$ cat src/rtl/sb_arb.sv
// System-bus arbiter: NUM_M masters share one synchronous single-port memory slave, one transaction in flight.
// Define SB_RR_EN for round-robin arbitration; the default build uses fixed priority (index 0 highest).
//
// state   | meaning
// IDLE    | no transaction; arbitrate and latch the winner's request
// ADDR    | present address/byte enables/write data to the slave (suppressed on alignment error)
// DATA    | slave read data valid; ack the winner with formatted data or error
module sb_arb #(
   parameter int NUM_M  = 2,
   parameter int ADDR_W = 32
) (
   input  logic                    clk,
   input  logic                    rst,
   input  logic [NUM_M-1:0]        m_req,
   input  logic [NUM_M-1:0]        m_we,
   input  logic [NUM_M-1:0]        m_un_sign,
   input  logic [2*NUM_M-1:0]      m_size,
   input  logic [ADDR_W*NUM_M-1:0] m_addr,
   input  logic [32*NUM_M-1:0]     m_wdata,
   output logic [NUM_M-1:0]        m_ack_o,
   output logic                    m_err_o,
   output logic [31:0]             m_rdata_o,
   output logic                    s_req_o,
   output logic                    s_we_o,
   output logic [3:0]              s_be_o,
   output logic [ADDR_W-1:0]       s_addr_o,
   output logic [31:0]             s_wdata_o,
   input  logic [31:0]             s_rdata
);
   localparam int IDX_W = $clog2(NUM_M);

   typedef enum logic [1:0] {ST_IDLE, ST_ADDR, ST_DATA} state_t;

   state_t            state, state_nxt;
   logic [IDX_W-1:0]  grant_idx, idx_q;
   logic              grant_vld;
   logic              we_q, uns_q;
   logic [1:0]        size_q;
   logic [ADDR_W-1:0] addr_q;
   logic [31:0]       wdata_q;
   logic              err;
   logic [31:0]       rd_shift;
`ifdef SB_RR_EN
   logic [IDX_W-1:0]  rr_ptr;
`endif

   // Winner search; in round-robin the scan starts just past the last grant.
   always_comb begin
      grant_idx = '0;
      grant_vld = 1'b0;
`ifdef SB_RR_EN
      for (int k = 1; k <= NUM_M; k++) begin
         if (!grant_vld && m_req[(int'(rr_ptr) + k) % NUM_M]) begin
            grant_vld = 1'b1;
            grant_idx = IDX_W'((int'(rr_ptr) + k) % NUM_M);
         end
      end
`else
      for (int i = NUM_M - 1; i >= 0; i--) begin
         if (m_req[i]) begin
            grant_vld = 1'b1;
            grant_idx = IDX_W'(i);
         end
      end
`endif
   end

   always_ff @(posedge clk) begin
      if (rst) begin
         state   <= ST_IDLE;
         idx_q   <= '0;
         we_q    <= 1'b0;
         uns_q   <= 1'b0;
         size_q  <= 2'b00;
         addr_q  <= '0;
         wdata_q <= '0;
`ifdef SB_RR_EN
         rr_ptr  <= '0;
`endif
      end else begin
         state <= state_nxt;
         if (state == ST_IDLE && grant_vld) begin
            idx_q   <= grant_idx;
            we_q    <= m_we[grant_idx];
            uns_q   <= m_un_sign[grant_idx];
            size_q  <= m_size[2*int'(grant_idx) +: 2];
            addr_q  <= m_addr[ADDR_W*int'(grant_idx) +: ADDR_W];
            wdata_q <= m_wdata[32*int'(grant_idx) +: 32];
`ifdef SB_RR_EN
            rr_ptr  <= grant_idx;
`endif
         end
      end
   end

   always_comb begin
      case (size_q)
         2'b00:   err = 1'b0;
         2'b01:   err = addr_q[0];
         2'b10:   err = |addr_q[1:0];
         default: err = 1'b1;
      endcase
   end

   assign rd_shift = s_rdata >> {addr_q[1:0], 3'b000};

   always_comb begin
      state_nxt = state;
      m_ack_o   = '0;
      m_err_o   = 1'b0;
      m_rdata_o = '0;
      s_req_o   = 1'b0;
      s_we_o    = 1'b0;
      s_be_o    = 4'b0000;
      s_addr_o  = '0;
      s_wdata_o = '0;
      case (state)
         ST_IDLE: begin
            if (grant_vld) state_nxt = ST_ADDR;
         end
         ST_ADDR: begin
            state_nxt = ST_DATA;
            if (!err) begin
               s_req_o  = 1'b1;
               s_we_o   = we_q;
               s_addr_o = {addr_q[ADDR_W-1:2], 2'b00};
               case (size_q)
                  2'b00: begin
                     s_be_o    = 4'b0001 << addr_q[1:0];
                     s_wdata_o = {4{wdata_q[7:0]}};
                  end
                  2'b01: begin
                     s_be_o    = 4'b0011 << {addr_q[1], 1'b0};
                     s_wdata_o = {2{wdata_q[15:0]}};
                  end
                  default: begin
                     s_be_o    = 4'b1111;
                     s_wdata_o = wdata_q;
                  end
               endcase
            end
         end
         ST_DATA: begin
            state_nxt      = ST_IDLE;
            m_ack_o[idx_q] = 1'b1;
            if (err) begin
               m_err_o = 1'b1;
            end else if (!we_q) begin
               case (size_q)
                  2'b00:   m_rdata_o = {{24{rd_shift[7] & ~uns_q}}, rd_shift[7:0]};
                  2'b01:   m_rdata_o = {{16{rd_shift[15] & ~uns_q}}, rd_shift[15:0]};
                  default: m_rdata_o = rd_shift;
               endcase
            end
         end
         default: state_nxt = ST_IDLE;
      endcase
   end
endmodule

$ cat config.mk
export PLATFORM = sky130hd
export DESIGN_NAME = sb_arb
export DESIGN_NICKNAME = d
export VERILOG_FILES = /design/src/rtl/sb_arb.sv
export SDC_FILE = /design/constraint.sdc
export NUM_CORES = 1
export LEC_CHECK = 0
export BUFFER_PORTS_ARGS = -buffer_cell sky130_fd_sc_hd__buf_2
export CAP_MARGIN = 20
export CORE_AREA = 2 2 106 108
export CTS_BUF_LIST = sky130_fd_sc_hd__clkbuf_8
export DETAILED_ROUTE_END_ITERATION = 12
export DIE_AREA = 0 0 108 110
export PLACE_DENSITY = 0.9
export SLEW_MARGIN = 25
export SYNTH_ARGS = -nofsm -noshare
export SYNTH_HDL_FRONTEND = slang
export SYNTH_SLANG_ARGS = --single-unit
$ cat constraint.sdc
create_clock -name clk -period 2.5 [get_ports clk]
set_input_delay 0.125 -clock clk [delete_from_list [all_inputs] [get_ports clk]]
set_output_delay 0.125 -clock clk [all_outputs]
set_load 0.02 [all_outputs]
Word level (Yosys, flattened, before mapping)
Cells that the tools add are included.
Storage, ports and cells
  register bits after elaboration: 71
  input bits: 172
  output and inout bits: 105
  logic and storage cells: 60
Cells by class
  magnitude comparators: 3
  equality and inequality tests: 5
  shift-type cells: 6
  mux-type cells: 31
  bitwise operators: 3
  reduce and logical (&&, ||, !) cells: 5
Operator list (count)
  $mux W32: 7
  $pmux W32 S2: 2
  $shiftx A64 B7 Y32: 2
  $shr A32 B5 Y32: 1
  $mux W1: 14
  $mux W4: 2
  $pmux W4 S2: 1
  $eq A2 B1 Y1 const B: 2
  $eq A2 B2 Y1 const B: 2
  $logic_not A2 Y1: 2
  $lt A1 B2 Y1 const B: 2
  $mux W2: 2
  $pmux W2 S2: 1
  $shiftx A4 B3 Y2: 1
  $shl A1 B2 Y4 const A: 1
  $shl A2 B2 Y4 const A: 1
  $pmux W1 S3: 1
  $and A1 B1 Y1: 2
  $logic_and A1 B1 Y1: 2
  $ne A2 B2 Y1 const B: 1
  $reduce_or A2 Y1: 1
  $demux W1 S1: 1
  $ge A1 B1 Y1 const B: 1
  $not A1 Y1: 1

Depth between registers and ports, before layout
  word-level depth: 6
  gate-level depth with buffers: 8
  depth with buffers taken out: 5

Worst setup path after synthesis
No wires, ideal clock.
  path type: reg-to-output
  from: reg addr_q[1]
  to: out s_be_o[0]
  arrival time: 1986 ps
  path slack: 389 ps
  cell stages (with the launch flop): 5
  path buffers: 3
  cells stage by stage: dfxtp_1 > buf_2 > buf_2 > buf_2 > a2111oi_0
On the way
  longest elaborated chain between the ends: 4
Ends and longest elaborated chain
  start, declared: RTL line 39  | logic [ADDR_W-1:0] addr_q;
  start signal, assigned: RTL line 87  | addr_q <= m_addr[ADDR_W*int'(grant_idx) +: ADDR_W];
  $shl A2 B2 Y4 (tied with other cells): RTL line 133  | s_be_o = 4'b0011 << {addr_q[1], 1'b0};
  $pmux W4 S2 or $pmux W1 S3 (tied branches): RTL line 127, 97
  $mux W4 (*): RTL line 123  | if (!err) begin
  $mux W4 (*): RTL line 117  | case (state)
  end, declared: RTL line 25  | output logic [3:0] s_be_o,
Mark *: on every way between the ends. The rest lies on a longest branch, timed or not.

Final worst setup path
  from: reg addr_q[0]
  to: out m_rdata_o[10]
On the way
  longest elaborated chain between the ends: 6
Ends and longest elaborated chain
  $shr A32 B5 Y32: RTL line 105  | assign rd_shift = s_rdata >> {addr_q[1:0], 3'b000};
  $and A1 B1 Y1: RTL line 150  | 2'b00: m_rdata_o = {{24{rd_shift[7] & ~uns_q}}, rd_shift[7:0]};
  $pmux W32 S2: RTL line 149  | case (size_q)
  $mux W32: RTL line 148  | end else if (!we_q) begin
  $mux W32 (*): RTL line 146  | if (err) begin
  $mux W32 (*): RTL line 117
  end, declared: RTL line 22  | output logic [31:0] m_rdata_o,
Marked as above.

==> impl_metrics.env <==
export IMPL_start_kind="flip-flop"
export IMPL_port_buffers=274
export IMPL_regToRegStartpoint="state[1]$_SDFFE_PP0P_"
export IMPL_synth_edf_count=0
export IMPL_ant_nets=0
export IMPL_place_congestion=0.8561
export IMPL_synthMuxAreaShare_pct=22.17
export IMPL_crit_start="addr_q[0]$_SDFFE_PP0P_"
export IMPL_ys_warn_count=0
export IMPL_synth_xor_area_share_pct=0.1898
export IMPL_dr_total_vias=5108
export IMPL_cts_hold_buf=0
export IMPL_cts_root_buffer="clkbuf_8"
export IMPL_slew_headroom_pct=49.58
export IMPL_antennaDiodeCount=0
export IMPL_io_pins=277
export IMPL_power_leakage_nw=3.083
export IMPL_yosys_area_share_adder_pct=0
export IMPL_fmax_ghz=0.4344
export IMPL_netlist_top_cells_count="nor2_1 (113), mux2i_1 (100), a211oi_1 (83)"
export IMPL_die_area_sq_um=11880
export IMPL_drt_iter0_markers=385
export IMPL_rows=38
export IMPL_final_util_pct=58.56
export IMPL_hp_class="input pin to flip-flop"
export IMPL_core_sq_um=10700
export IMPL_cts_tree="built"
export IMPL_antenna_found_initial=0
export IMPL_slew_violations=0
export IMPL_drc=0
export IMPL_syn_to_final_growth_pct=35.73
export IMPL_path_class="flip-flop to output pin"
export IMPL_maxCapViolCount=0
export IMPL_setup_viol=0
export IMPL_layout_nets=1002
export IMPL_crit_arrival_ps=2180
export IMPL_netlist_cell_type_count=33
export IMPL_min_from="m_req[0]"
export IMPL_grt_pass1_wl_um=21440
export IMPL_yosysSeqAreaShare_pct=30.79
export IMPL_track_usage_pct=23.14
export IMPL_cp_required_ps=2380
export IMPL_finalCriticalPeriod_ps=2302
export IMPL_drive_above_1_share_pct=38.20
export IMPL_p_per_area_nw_per_um2=523.7
export IMPL_ys_flop_type="dfxtp_1"
export IMPL_grt_max_degree=101
export IMPL_via_per_inst=5.239
export IMPL_dr_pass1_iters=7
export IMPL_synth_simple_area_share_pct=21.31
export IMPL_synth_top_family_by_area="multiplexers"
export IMPL_async_reset_ff_share_pct=0
export IMPL_start_util_pct=43.15
export IMPL_overflow=0
export IMPL_cts_sink_count=71
export IMPL_endpoint_kind="output pin"
export IMPL_status="finished clean"
export IMPL_cp_max_fo=14
export IMPL_syn_instance_count=584
export IMPL_clk_pin_slew_ps=80
export IMPL_yosysTopAreaCell="dfxtp_1"
export IMPL_postCtsSetupBuffers=0
export IMPL_synth_most_common_cell="nor2_1"
export IMPL_fin_skew_ps=7.454
export IMPL_ys_seq_elements=71
export IMPL_synth_compound_area_share_pct=19.22
export IMPL_syn_area_per_cell_sq_um=7.904
export IMPL_period_share_pct=92.07
export IMPL_syn_area_sq_um=4616
export IMPL_drt_wirelength_per_cell_um=14.88
export IMPL_die_width_um=108
export IMPL_finalHoldViolCount=0
export IMPL_fin_tns_setup_ps=0
export IMPL_clk_latency_ps=340
export IMPL_peakVddDrop_v=0.0003183
export IMPL_synth_top_area_share_pct=30.79
export IMPL_tightest_slew_ps=756.3
export IMPL_htree_levels=3
export IMPL_grt_pass1_vias=4486
export IMPL_die_h_um=110
export IMPL_totalWireLength_um=14510
export IMPL_dpl_hpwl_um=11010
export IMPL_synth_area_leaders="dfxtp_1 (31%), mux2i_1 (22%), a211oi_1 (13%)"
export IMPL_max_clock_path_buffers=2
export IMPL_cts_buffers=9
export IMPL_rsz0062_at_grt="no"
[flip-flops by register name (all words and copies together), names as in the netlist]
| signal | flops |
|---|---|
| uns_q | 1 |
| addr_q | 32 |
| wdata_q | 32 |
| we_q | 1 |
| size_q | 2 |
| idx_q | 1 |
| state | 2 |
[logic make-up after synthesis]
logic type	after synthesis
other	1
AOI/OAI and AO/OA	132
buffers and inverters	63
xor gates and xnor gates	1
muxes	102
and+or+nand+nor	214
DFF	71
[per-layer routing]
layer / track usage (%) / wire length (um) / part of all wire (%) / vias up
li1: - / - / - / 2542
met5: 0 / 0 / 0 / -
met1: 26.15 / 5729 / 39 / 2284
met4: 9.890 / 314 / 2.2 / 0
met3: 4.056 / 1183 / 8.2 / 28
met2: 42.81 / 7277 / 50 / 254
[layout make-up]
type / count / area [sq um]
repair buffers: 293 / 1539
fillers: 971 / 4433
clock buffers: 10 / 137.6
multi-input cells: 451 / 2937
inverters: 4 / 15.01
flip-flops and latches: 71 / 1424
clock inverters: 6 / 37.54
well taps: 140 / 175.2
[final timing paths]
check / endpoint / slack (ps) / cells past startpoint
setup reg to reg: wdata_q[19]$_SDFFE_PP0P_ / 1010 / 4
hold reg to reg: addr_q[22]$_SDFFE_PP0P_ / 500 / 2
hold / removal: idx_q$_SDFFE_PP0P_ / 40 / 2
setup / recovery: m_rdata_o[10] / 200 / 5
[what timing repair did]
action,in CTS,in global routing
resized for setup,1,4
hold endpoints to repair,0,0
setup endpoints to repair,11,58
[worst max-delay path: stages (launching register included)]
cell     delay, ps
dfxtp_1        470
buf_4          270
mux2i_1        110
or3_1          470
a21oi_1        290
buf_2          220
[metrics by stage]
stage	cell area (sq um)	hold slack (ps)	instances	setup slack [ps]	power (W)
after floorplan	4619	221.6	585	389.4	0.002093
after global placement	6075	370.4	959	382.2	0.002443
after detailed placement	6075	394.5	959	312.5	0.002474
after CTS	6257	19.83	975	15.78	0.003294
after global routing	6265	19.64	975	18.88	0.003475
final	6265	38.71	975	198.2	0.003281
[cells in the final DEF, fill, tap and decap left out, types with 2 or more instances in the layout]
cell type and instances:
clkbuf_8 10, and2_1 46, dfxtp_1 69, buf_2 274, clkinvlp_4 2, o21ai_0 16
mux2_2 2, nand2b_1 4, a21oi_1 28, buf_4 17, dfxtp_2 2, nand2_1 32
nand4b_1 2, mux2i_1 100, inv_1 5, conb_1 2, nor2b_1 7, clkinv_2 2
nor2_1 112, a211oi_1 83, buf_12 2
[power by group]
| group | switching, W | leakage, nW | internal, W | total [W] |
|---|---|---|---|---|
| Combinational | 0.000637 | 2.40 | 0.000455 | 0.00109 |
| Clock | 0.000439 | 0.0895 | 0.000382 | 0.000820 |
| Sequential | 0.000105 | 0.591 | 0.00126 | 0.00137 |
| Total | 0.00118 | 3.08 | 0.00210 | 0.00328 |
Note: power is estimated with default switching activity, not from simulation.
